### src/rtl/frame_tx_arbiter.sv
// Round-robin arbiter that serialises one 16-bit command word per grant as a 4-byte radio frame.
// Optional FRAME_TX_ARB_KILL_PRIO_EN: requester 0 (kill path) wins strictly over round-robin.
module frame_tx_arbiter #(
    parameter int NUM_REQ = 4,
    localparam int GRANT_W = $clog2(NUM_REQ)
) (
    input  logic                   clk,
    input  logic                   rst,
    input  logic [7:0]             veh_id,
    input  logic [NUM_REQ-1:0]     req_valid,
    input  logic [NUM_REQ*16-1:0]  req_data,
    output logic [NUM_REQ-1:0]     req_ready,
    output logic [7:0]             tx_frame,
    output logic                   tx_valid,
    input  logic                   tx_ready,
    output logic [GRANT_W-1:0]     grant_id,
    output logic                   busy
);

    typedef enum logic {IDLE, SEND} state_t;

    state_t               state_reg;
    logic [1:0]           byte_idx_reg;
    logic [GRANT_W-1:0]   last_grant_reg;
    logic [GRANT_W-1:0]   grant_id_reg;
    logic [15:0]          data_reg;
    logic [7:0]           veh_reg;
    logic [7:0]           tx_frame_reg;
    logic                 tx_valid_reg;
    logic                 busy_reg;

    logic [15:0]          req_word [NUM_REQ];
    logic [GRANT_W-1:0]   cand;
    logic [GRANT_W-1:0]   rr_winner;
    logic                 rr_any;
    logic [GRANT_W-1:0]   winner;
    logic                 win_any;
    logic                 upd_ptr;
    logic [7:0]           checksum;

    genvar gi;
    generate
        for (gi = 0; gi < NUM_REQ; gi++) begin : g_req
            assign req_word[gi]  = req_data[16*gi +: 16];
            assign req_ready[gi] = (state_reg == IDLE) && win_any && (winner == GRANT_W'(gi));
        end
    endgenerate

    // Scan starts one past the last owner so the previous winner ends up lowest priority.
    always_comb begin
        cand      = '0;
        rr_winner = '0;
        rr_any    = 1'b0;
        for (int k = 1; k <= NUM_REQ; k++) begin
            cand = GRANT_W'((int'(last_grant_reg) + k) % NUM_REQ);
            if (!rr_any && req_valid[cand]) begin
                rr_any    = 1'b1;
                rr_winner = cand;
            end
        end
    end

`ifdef FRAME_TX_ARB_KILL_PRIO_EN
    // Kill path preempts and leaves the pointer for requesters 1.. untouched.
    assign winner  = req_valid[0] ? '0 : rr_winner;
    assign win_any = rr_any;
    assign upd_ptr = !req_valid[0];
`else
    assign winner  = rr_winner;
    assign win_any = rr_any;
    assign upd_ptr = 1'b1;
`endif

    assign checksum = veh_reg ^ data_reg[15:8] ^ data_reg[7:0];

    always_ff @(posedge clk or posedge rst) begin
        if (rst) begin
            state_reg      <= IDLE;
            byte_idx_reg   <= 2'd0;
            last_grant_reg <= GRANT_W'(NUM_REQ - 1);
            grant_id_reg   <= '0;
            data_reg       <= 16'h0000;
            veh_reg        <= 8'h00;
            tx_frame_reg   <= 8'h00;
            tx_valid_reg   <= 1'b0;
            busy_reg       <= 1'b0;
        end else begin
            case (state_reg)
                IDLE: begin
                    if (win_any) begin
                        data_reg     <= req_word[winner];
                        veh_reg      <= veh_id;
                        grant_id_reg <= winner;
                        if (upd_ptr) begin
                            last_grant_reg <= winner;
                        end
                        byte_idx_reg <= 2'd0;
                        tx_frame_reg <= veh_id;
                        tx_valid_reg <= 1'b1;
                        busy_reg     <= 1'b1;
                        state_reg    <= SEND;
                    end
                end
                SEND: begin
                    // Next byte is preloaded on each handshake so tx_frame stays put during stalls.
                    if (tx_ready) begin
                        byte_idx_reg <= byte_idx_reg + 2'd1;
                        case (byte_idx_reg)
                            2'd0: tx_frame_reg <= data_reg[15:8];
                            2'd1: tx_frame_reg <= data_reg[7:0];
                            2'd2: tx_frame_reg <= checksum;
                            default: begin
                                tx_frame_reg <= 8'h00;
                                tx_valid_reg <= 1'b0;
                                busy_reg     <= 1'b0;
                                byte_idx_reg <= 2'd0;
                                state_reg    <= IDLE;
                            end
                        endcase
                    end
                end
                default: state_reg <= IDLE;
            endcase
        end
    end

    assign tx_frame = tx_frame_reg;
    assign tx_valid = tx_valid_reg;
    assign grant_id = grant_id_reg;
    assign busy     = busy_reg;

endmodule

### config.mk
export PLATFORM = sky130hd
export DESIGN_NAME = frame_tx_arbiter
export DESIGN_NICKNAME = d
export VERILOG_FILES = /design/src/rtl/frame_tx_arbiter.sv
export SDC_FILE = /design/constraint.sdc
export NUM_CORES = 1
export LEC_CHECK = 0
export ABC_AREA = 1
export ABC_CLOCK_PERIOD_IN_PS = 5130
export BUFFER_PORTS_ARGS = -buffer_cell sky130_fd_sc_hd__clkbuf_2
export CORE_MARGIN = 4
export CORE_UTILIZATION = 55
export CTS_CLUSTER_DIAMETER = 100
export DETAILED_ROUTE_END_ITERATION = 16
export PLACE_DENSITY = 0.86
export SLEW_MARGIN = 20
export SYNTH_ARGS = -nofsm -noshare
export SYNTH_HDL_FRONTEND = slang
export SYNTH_SLANG_ARGS = --single-unit
export TNS_END_PERCENT = 1
### constraint.sdc
create_clock -name clk -period 5.13 [get_ports clk]
set_input_delay 1.539 -clock clk [delete_from_list [all_inputs] [get_ports clk]]
set_output_delay 1.539 -clock clk [all_outputs]
set_load 0.005 [all_outputs]
After elaboration in Yosys (flattened, before gate mapping)
Index checks and enable logic that the tools add are counted.

Bits in registers: 40. Input bits: 79. Output and inout bits: 16. Word-level logic and storage cells: 82.

$add $sub $neg: 5. Order comparisons: 5. Equal/unequal tests: 8. Multiplexer cells: 35. Bitwise gates (word level): 4. Reduce and logical (&&, ||, !) cells: 17.

Operators by type and width (number): $bmux 16 s2 (1); $mux 16 (2); $pmux 8 s3 (1); $mux 8 (2); $pmux 8 s2 (1); $xor 8x8->8 (2); $mux 1 (14); $mux 2 (7); $lt 2x3->1 const B (4); $bmux 1 s2 (4); $logic_and 1x1->1 (8); $add 2x1->2 const B (3); $eq 2x2->1 const B (3); $ne 2x2->1 const B (3); $add 2x2->2 const B (2); $eq 2x1->1 const B (2); $logic_not 2->1 (2); $pmux 1 s2 (2); $pmux 2 s2 (1); $reduce_and 2->1 (2); $ge 3x3->1 const B (1); $logic_not 1->1 (3); $not 2->3 (1); $reduce_and 3->1 (1); other kinds (2) (2).

Longest topological paths before layout
Gate-level depths: netlist of run 1.

Depth after elaboration: 17. Mapped depth: 16. Depth with buffers taken out: 15.

Least setup slack after synthesis of run 1
Ideal clock, no wire load.

Path kind: input port to output port. From: in req_valid[2]. To: out req_ready[2]. Arrival: 2.641 ns. Data required time: 3.591 ns. Setup slack: 0.950 ns. Stages on the path: 12. Buffers on the path: 1. Path through: nand2_1 -> nand2_1 -> nand2_1 -> nand2_1 -> nor2_2 -> nand3_2 -> nor2_2 -> nor2_4 -> inv_4 -> buf_6 -> nand2_1 -> nor2_1.

Word-level cells in the longest chain between the ends: 14. Elaborated cells between the ends (all ways): 25. Classes of those cells: eq/ne (1); mux (16); reduce/logical (8).

RTL lines: start: declaration (line 10) `input logic [NUM_REQ-1:0] req_valid,`; $bmux 1 s2 (line 56) `if (!rr_any && req_valid[cand]) begin`; $mux 1 (not written as such) (line 56); $mux 1 (line 56); $logic_not 1->1 (line 56); $logic_and 1x1->1 (line 56); $mux 1 (line 56); $logic_not 1->1 (line 56); $logic_and 1x1->1 (line 56); $mux 1 (line 56); $logic_not 1->1 (line 56); $logic_and 1x1->1 (line 56); $mux 2 / $mux 1 (equally long branches) (line 56); $eq 2x2->1 / $logic_and 1x1->1 (equally long branches) (line 45) `assign req_ready[gi] = (state_reg == IDLE) && win_any && (winner == GRANT_W'(gi));`; $logic_and 1x1->1 (*) (line 45); end: declaration (line 12) `output logic [NUM_REQ-1:0] req_ready,`.

Mark *: on every way between the ends. The rest lies on a longest branch, timed or not. The select of a mux whose other input is x is not followed.

Final worst setup path of run 1
From: in req_valid[0]. To: out req_ready[1].

Word-level cells in the longest chain between the ends: 14. Elaborated cells between the ends (all ways): 25. Classes of those cells: eq/ne (1); mux (16); reduce/logical (8).

RTL lines (line): $bmux 1 s2 (56); $mux 1 (not written as such) (56); $mux 1 (56); $logic_not 1->1 (56); $logic_and 1x1->1 (56); $mux 1 (56); $logic_not 1->1 (56); $logic_and 1x1->1 (56); $mux 1 (56); $logic_not 1->1 (56); $logic_and 1x1->1 (56); $mux 2 / $mux 1 (equally long branches) (56); $eq 2x1->1 / $logic_and 1x1->1 (equally long branches) (45); $logic_and 1x1->1 (*) (45).

Marked as above.

==> results.rst, run 1 <==
.. list-table::
   :header-rows: 1

   * - Metric
     - Value
   * - Status
     - finished clean
   * - Warnings from Yosys
     - 0
   * - Fraction of layout instances using a drive strength above 1
     - 0.215
   * - Routed length per instance
     - 11.8 um
   * - FF+latch area
     - 0.00100 mm^2
   * - Via count of the first global-routing pass
     - 2809
   * - Critical path start-end classification
     - in -> out
   * - Total buffers and inverters traversed by the critical path
     - 3
   * - Crit start category
     - primary input
   * - Layout filler cell count
     - around 480
   * - Resized cells post-CTS
     - 0
   * - Count of cell types in the netlist
     - 28
   * - Critical path capture point type
     - output port
   * - Final count of hold timing violations
     - 0
   * - Syn_nets
     - about 550
   * - Residual antenna-violating net count after detailed routing
     - 0
   * - Max Clock Freq
     - ~210 MHz
   * - Number of iterations in the first detailed-routing pass
     - 5
   * - Clock power share
     - 0.088
   * - Relative slew margins
     - 0.670
   * - Top cell family by delay on the critical path
     - simple AND/OR/NAND/NOR gates
   * - Die width
     - 80.4 um
   * - Post-layout total power
     - approximately 2.4 mW
   * - Clock buffers created by TritonCTS
     - 5
   * - Wire length of the first global-routing pass
     - between 10 and 15 mm
   * - Number of antenna violations at the first check in global routing
     - 0
   * - Residual overflow from global routing
     - 0
   * - Clk pin slew, worst setup/hold paths
     - around 0.070 ns
   * - Initial core utilization
     - 0.564
   * - Cell types occupying the most area after synthesis
     - sky130_fd_sc_hd__nand2_1 35%, sky130_fd_sc_hd__dfrtp_1 33%, sky130_fd_sc_hd__nand3_1 8.0%, sky130_fd_sc_hd__nor2_1 2.7%, sky130_fd_sc_hd__inv_1 2.3%
   * - Post-synthesis sequential element count
     - 40
   * - Internal power
     - 1.14 mW
   * - Fraction of registers with async set/reset
     - 1.00
   * - Tightest Hold Check Type
     - reg -> reg
   * - Crit path max fanout
     - 34
   * - Period utilisation layout
     - 0.925
   * - Largest stage delay on the critical path
     - roughly 0.28 ns
   * - DRC errors left
     - 0
   * - Util after Layout
     - 0.672
   * - Static Leak
     - roughly 2.0 nW
   * - Mapped cell area
     - between 0.002 and 0.003 mm^2
   * - Leading cell types in the layout, fill and taps excluded
     - 266 x sky130_fd_sc_hd__nand2_1, 94 x sky130_fd_sc_hd__clkbuf_2, 46 x sky130_fd_sc_hd__nand3_1
   * - Cell type with the largest total area after synthesis
     - sky130_fd_sc_hd__nand2_1
   * - # diodes
     - 0
   * - Setup repair after global routing missed its margin
     - no
   * - Worst endpoint data arrival time
     - roughly 3.2 ns
   * - IR drop worst, VDD
     - between 0.4 and 0.5 mV
   * - Area used by multi-input combinational logic
     - between 0.0015 and 0.002 mm^2
   * - CTS tree
     - yes
   * - Max-cap violation count
     - 0
   * - Number of setup violations in the final report
     - 0
   * - WL final
     - slightly above 7 mm
   * - Gate count of the mapped netlist
     - 465
   * - Proportion of power drawn by flip-flops and latches
     - 0.241
   * - # clock sinks
     - 40
   * - GRT Util Overall
     - 0.229
   * - Insertion delay to the later sink of the worst-skew pair
     - around 0.29 ns
   * - Slew at the pin with the worst max-slew slack
     - 0.495 ns
   * - Net switching power of the design
     - roughly 1.3 mW
   * - Required time of the critical path
     - 3.59 ns
   * - Proportion of netlist area held by the largest area contributor
     - 0.346
   * - Synth-to-layout area growth
     - 19.1%
   * - Portion of the post-synthesis area used by sequential elements
     - 0.348
   * - Min Tclk post-route
     - about 4.7 ns
   * - Most frequent standard cell in the layout excluding fill and tap cells
     - sky130_fd_sc_hd__nand2_1
   * - Flip-flop count of the largest register, all copies and words added
     - 16
   * - Via density
     - 5.04
   * - CTS H-Tree Depth
     - 2
   * - Leading register cell type out of synthesis
     - sky130_fd_sc_hd__dfrtp_1
   * - Final total negative setup slack
     - 0 ns
   * - Number of buffers inserted by port buffering
     - 94
   * - Root buffer cell
     - sky130_fd_sc_hd__clkbuf_8
   * - Pin count of the biggest net entering global routing
     - just over 40
   * - Chip height
     - 80.4 um
   * - Count of standard-cell rows
     - 26
   * - DR vias
     - 3117
   * - Switch share
     - 0.535
   * - Critical path's slowest cell
     - sky130_fd_sc_hd__nand2_4
   * - Avg Cell Area, Syn
     - just over 6 um^2
   * - Final layout net count
     - 630
   * - Number of flops mapped to enable cells by yosys
     - 0
   * - Setup skew after layout
     - between 0.01 and 0.015 ns
   * - Core box area
     - a little over 0.005 mm^2
   * - Number of top-level pins
     - between 90 and 100
   * - CP Cell Sequence
     - clkbuf_2 > nand2_1 > nand2_1 > nand2_1 > nand2_1 > nor2_2 > nand3_2 > nand2_4 > nand2_4 > inv_2 > nand2_1 > nor2_1 > clkbuf_2
   * - Most frequent CP cell
     - sky130_fd_sc_hd__nand2_1
   * - Violation count after the first detailed-routing iteration
     - approximately 160
   * - Power density normalized to cell area
     - 712 mW/mm^2
   * - Half-perimeter wire length after detailed placement
     - roughly 5.6 mm
   * - Full die area
     - 0.00646 mm^2
   * - Power share of the combinational group
     - 0.670
   * - Post-CTS setup buffer count
     - 0
   * - Number of hold buffers added after CTS
     - 0
   * - Maximum buffer depth of the clock tree
     - 2
   * - Final number of max-transition violations
     - 0
   * - Weighted congestion at the end of routability-driven global placement
     - 0.824
==> final timing paths <==
path                            slack (ns)                end              start  cells past startpoint
worst max-delay path                  0.39       req_ready[1]       req_valid[0]                     13
worst min-delay path                  0.48        grant_id[1]        grant_id[1]                      2
worst max register to register        2.67       data_reg[14]  last_grant_reg[0]                     15
worst min register to register        0.48        grant_id[1]        grant_id[1]                      2
max in group asynchronous             3.43  last_grant_reg[1]                rst                      3
min in group asynchronous             1.33    byte_idx_reg[0]                rst                      3
==> layer usage <==
| metal | part of all wire | vias to the layer above | GRT usage |
|---|---|---|---|
| met5 | 0 | - | 0 |
| met4 | 0.013 | 0 | 0.0777 |
| met3 | 0.072 | 9 | 0.0325 |
| met2 | 0.47 | 131 | 0.397 |
| met1 | 0.44 | 1370 | 0.290 |
| li1 | - | 1607 | - |
==> worst register-to-register path, delay by kind of cell (launching register included) <==
kind                   cells  cell delay (ns)
and+or+nand+nor           14             1.62
DFF                        1             0.61
buffers and inverters      1             0.11
==> layout make-up <==
| cell class | count | share of cell area |
|---|---|---|
| clock inverters | 1 | 0.00219 |
| repair buffers | 98 | 0.146 |
| multi-input cells | 378 | 0.482 |
| inverters | 24 | 0.0270 |
| flip-flops and latches | 40 | 0.292 |
| well taps | 70 | 0.0255 |
| clock buffers | 7 | 0.0252 |
==> cells in the mapped netlist, types with 2 or more instances <==
cell type                  instances
sky130_fd_sc_hd__a21oi_1           2
sky130_fd_sc_hd__xnor2_1           7
sky130_fd_sc_hd__buf_2            10
sky130_fd_sc_hd__ha_1              4
sky130_fd_sc_hd__inv_1            18
sky130_fd_sc_hd__clkinv_1          2
sky130_fd_sc_hd__nand3_1          46
sky130_fd_sc_hd__buf_4             5
sky130_fd_sc_hd__nor2_2            2
sky130_fd_sc_hd__nor2_1           21
sky130_fd_sc_hd__dfrtp_1          38
sky130_fd_sc_hd__buf_6             2
sky130_fd_sc_hd__o21ai_0           4
sky130_fd_sc_hd__a31oi_1           8
sky130_fd_sc_hd__nand2_4           3
sky130_fd_sc_hd__buf_1             2
sky130_fd_sc_hd__o21ai_1           3
sky130_fd_sc_hd__o211ai_1          7
sky130_fd_sc_hd__clkbuf_1          4
sky130_fd_sc_hd__inv_2             3
sky130_fd_sc_hd__dfstp_2           2
sky130_fd_sc_hd__nand2_1         266
==> metrics by stage <==
stage	hold WS [ns]	setup WS, ns	instance area [um^2]	cells
floorplan	0.469	0.950	2880	465
finish	0.484	0.386	3430	618
CTS	0.485	0.401	3430	618
detailed placement	0.467	0.398	3340	610
global placement	0.479	0.491	3340	610
global route	0.497	0.182	3430	618
==> logic make-up after synthesis <==
family                   synth area share
buffers and inverters              0.0781
XOR/XNOR                           0.0213
adder cells (fa/ha/maj)            0.0174
AO/OA/AOI/OAI                      0.0538
flip-flops                          0.348
AND/OR/NAND/NOR                     0.481
==> power groups by stage <==
stage | logic (mW) | registers (mW) | clock network [mW]
after floorplan | 1.36 | 0.563 | 0
after global placement | 1.56 | 0.582 | 0
after detailed placement | 1.62 | 0.593 | 0
after CTS | 1.63 | 0.590 | 0.220
after global routing | 1.87 | 0.608 | 0.234
final | 1.64 | 0.590 | 0.215
Power figures use the tool's default switching activity.
==> run 2: changes to the inputs <==
- RECOVER_POWER: unset -> 100
==> results.rst, run 2 (synthesized netlist as in run 1, its figures left out) <==
.. list-table::
   :header-rows: 1

   * - Metric
     - Value
   * - Setup repair after global routing missed its margin
     - no
   * - Max Clock Freq
     - between 200 and 250 MHz
   * - Min Tclk post-route
     - 4.82 ns
   * - Maximum buffer depth of the clock tree
     - 2
   * - DRC errors left
     - 0
   * - Clk pin slew, worst setup/hold paths
     - ~0.070 ns
   * - Post-CTS setup buffer count
     - 0
   * - Worst endpoint data arrival time
     - 3.28 ns
   * - CTS H-Tree Depth
     - 2
   * - DR vias
     - 3087
   * - Clock buffers created by TritonCTS
     - 5
   * - Pin count of the biggest net entering global routing
     - between 40 and 50
   * - Leading cell types in the layout, fill and taps excluded
     - 267 x sky130_fd_sc_hd__nand2_1, 87 x sky130_fd_sc_hd__clkbuf_2, 46 x sky130_fd_sc_hd__nand3_1
   * - GRT Util Overall
     - 0.229
   * - Relative slew margins
     - -0.398
   * - Crit path max fanout
     - 34
   * - Setup skew after layout
     - 0.00889 ns
   * - Global routing usage on met3
     - 0.0325
   * - Final number of max-transition violations
     - between 40 and 50
   * - Final layout net count
     - 630
   * - Half-perimeter wire length after detailed placement
     - approximately 5.6 mm
   * - Met2 Resource Use GR
     - 0.397
   * - Number of cells traversed by the worst register-to-register path
     - 12
   * - Violations in the final reports
     - capacitance limit, slew limit
   * - Period utilisation layout
     - 0.940
   * - Global routing usage on met1
     - 0.290
   * - Number of setup violations in the final report
     - 0
   * - Static Leak
     - 1.98 nW
   * - Power density normalized to cell area
     - 712 mW/mm^2
   * - Cell depth of the worst min-delay path
     - 2
   * - Status
     - complete, but fails checks
   * - Slew at the pin with the worst max-slew slack
     - 2.10 ns
   * - # clock sinks
     - 40
   * - IR drop worst, VDD
     - between 0.4 and 0.5 mV
   * - Chip height
     - ~80 um
   * - Count of standard-cell rows
     - 26
   * - Routed length per instance
     - about 12 um
   * - Insertion delay to the later sink of the worst-skew pair
     - between 0.2 and 0.3 ns
   * - Residual antenna-violating net count after detailed routing
     - 0
   * - Weighted congestion at the end of routability-driven global placement
     - around 0.8
   * - Die width
     - 80.4 um
   * - Initial core utilization
     - 0.564
   * - Residual overflow from global routing
     - 0
   * - Post-layout total power
     - ~2.4 mW
   * - Most frequent standard cell in the layout excluding fill and tap cells
     - sky130_fd_sc_hd__nand2_1
   * - # diodes
     - 0
   * - Via count of the first global-routing pass
     - roughly 2800
   * - Root buffer cell
     - sky130_fd_sc_hd__clkbuf_8
   * - Layout filler cell count
     - a little under 500
   * - Resized cells post-CTS
     - 0
   * - Wire length of the first global-routing pass
     - around 12 mm
   * - Number of iterations in the first detailed-routing pass
     - 5
   * - Full die area
     - 0.00646 mm^2
   * - Final count of hold timing violations
     - 0
   * - Flip-flop count of the largest register, all copies and words added
     - 16
   * - Fraction of layout instances using a drive strength above 1
     - 0.193
   * - Critical path capture point type
     - output port
   * - Final total negative setup slack
     - 0 ns
   * - Number of buffers inserted by port buffering
     - 94
   * - Violation count after the first detailed-routing iteration
     - 169
   * - Synth-to-layout area growth
     - 18.0%
   * - Crit start category
     - primary input
   * - Critical path start-end classification
     - in -> out
   * - Number of antenna violations at the first check in global routing
     - 0
   * - Number of top-level pins
     - 95
   * - Number of hold buffers added after CTS
     - 0
   * - Via density
     - roughly 5.0
   * - CTS tree
     - yes
   * - Required time of the critical path
     - roughly 3.6 ns
   * - WL final
     - 7.24 mm
   * - Peak-usage layer in the global routing report
     - met2
   * - Tightest Hold Check Type
     - reg -> reg
   * - Max-cap violation count
     - 1
   * - Core box area
     - just over 0.005 mm^2
run 2: changes by cell type in the layout (fill, tap and decap cells not counted):
cell	previous run	this run
sky130_fd_sc_hd__o21ai_0	4	5
sky130_fd_sc_hd__o21ai_1	3	2
sky130_fd_sc_hd__buf_4	4	1
sky130_fd_sc_hd__clkbuf_2	94	87
sky130_fd_sc_hd__nor2_2	2	1
sky130_fd_sc_hd__clkbuf_1	1	11
sky130_fd_sc_hd__nor2_1	21	22
sky130_fd_sc_hd__nand2_4	3	2
sky130_fd_sc_hd__nand2_1	266	267
run 2: cell type report:
class                      count  area (um^2)  share of cell area
clock buffer                   7         86.3              0.0254
clock inverter                 1         7.51             0.00221
inverter                      24         92.6              0.0272
multi-input combinational    378         1640               0.483
sequential                    40         1000               0.295
tap                           70         87.6              0.0257
timing repair buffer          98          480               0.141
run 2: final timing paths:
check / start / endpoint / slack (ns)
worst min register to register: grant_id[1] / grant_id[1] / 0.48
max in group asynchronous: rst / data_reg[11] / 1.94
worst max register to register: last_grant_reg[0] / tx_frame[2] / 1.62
worst max-delay path: req_valid[3] / req_ready[1] / 0.31
worst min-delay path: grant_id[1] / grant_id[1] / 0.48
min in group asynchronous: rst / byte_idx_reg[0] / 1.98
run 2: report_power, final:
| group | switching (mW) | total [mW] | internal [mW] | leakage, nW |
|---|---|---|---|---|
| clock network | 0.104 | 0.213 | 0.109 | 0.0445 |
| logic | 1.07 | 1.62 | 0.548 | 1.44 |
| registers | 0.123 | 0.590 | 0.466 | 0.494 |
run 2: per-layer routing:
| layer | part of all wire | vias to the layer above | routed length (um) |
|---|---|---|---|
| met5 | 0 | - | 0 |
| met4 | 0.0064 | 0 | 46 |
| met3 | 0.072 | 2 | 518 |
| met2 | 0.48 | 126 | 3450 |
| met1 | 0.45 | 1353 | 3230 |
| li1 | - | 1606 | - |
run 2: metrics by stage:
stage	cell area (um^2)	util	worst slack, ns	cells	hold WS (ns)
2_1_floorplan	2880	-	0.950	465	0.469
3_3_place_gp	3340	0.654	0.491	610	0.479
3_5_place_dp	3340	0.654	0.398	610	0.467
4_1_cts	3430	0.672	0.401	618	0.485
5_1_grt	3400	0.666	0.0953	618	0.497
6_report	3400	0.666	0.307	618	0.482
run 2: worst max-delay path, stage by stage:
cell and delay [ns]:
sky130_fd_sc_hd__clkbuf_2 0.09, sky130_fd_sc_hd__nand2_1 0.06, sky130_fd_sc_hd__nand2_1 0.07, sky130_fd_sc_hd__nand2_1 0.08, sky130_fd_sc_hd__nand2_1 0.08, sky130_fd_sc_hd__nor2_1 0.21
sky130_fd_sc_hd__nand3_2 0.15, sky130_fd_sc_hd__nand2_4 0.29, sky130_fd_sc_hd__nand2_4 0.28, sky130_fd_sc_hd__inv_2 0.13, sky130_fd_sc_hd__nand2_1 0.09, sky130_fd_sc_hd__nor2_1 0.10
sky130_fd_sc_hd__clkbuf_2 0.12
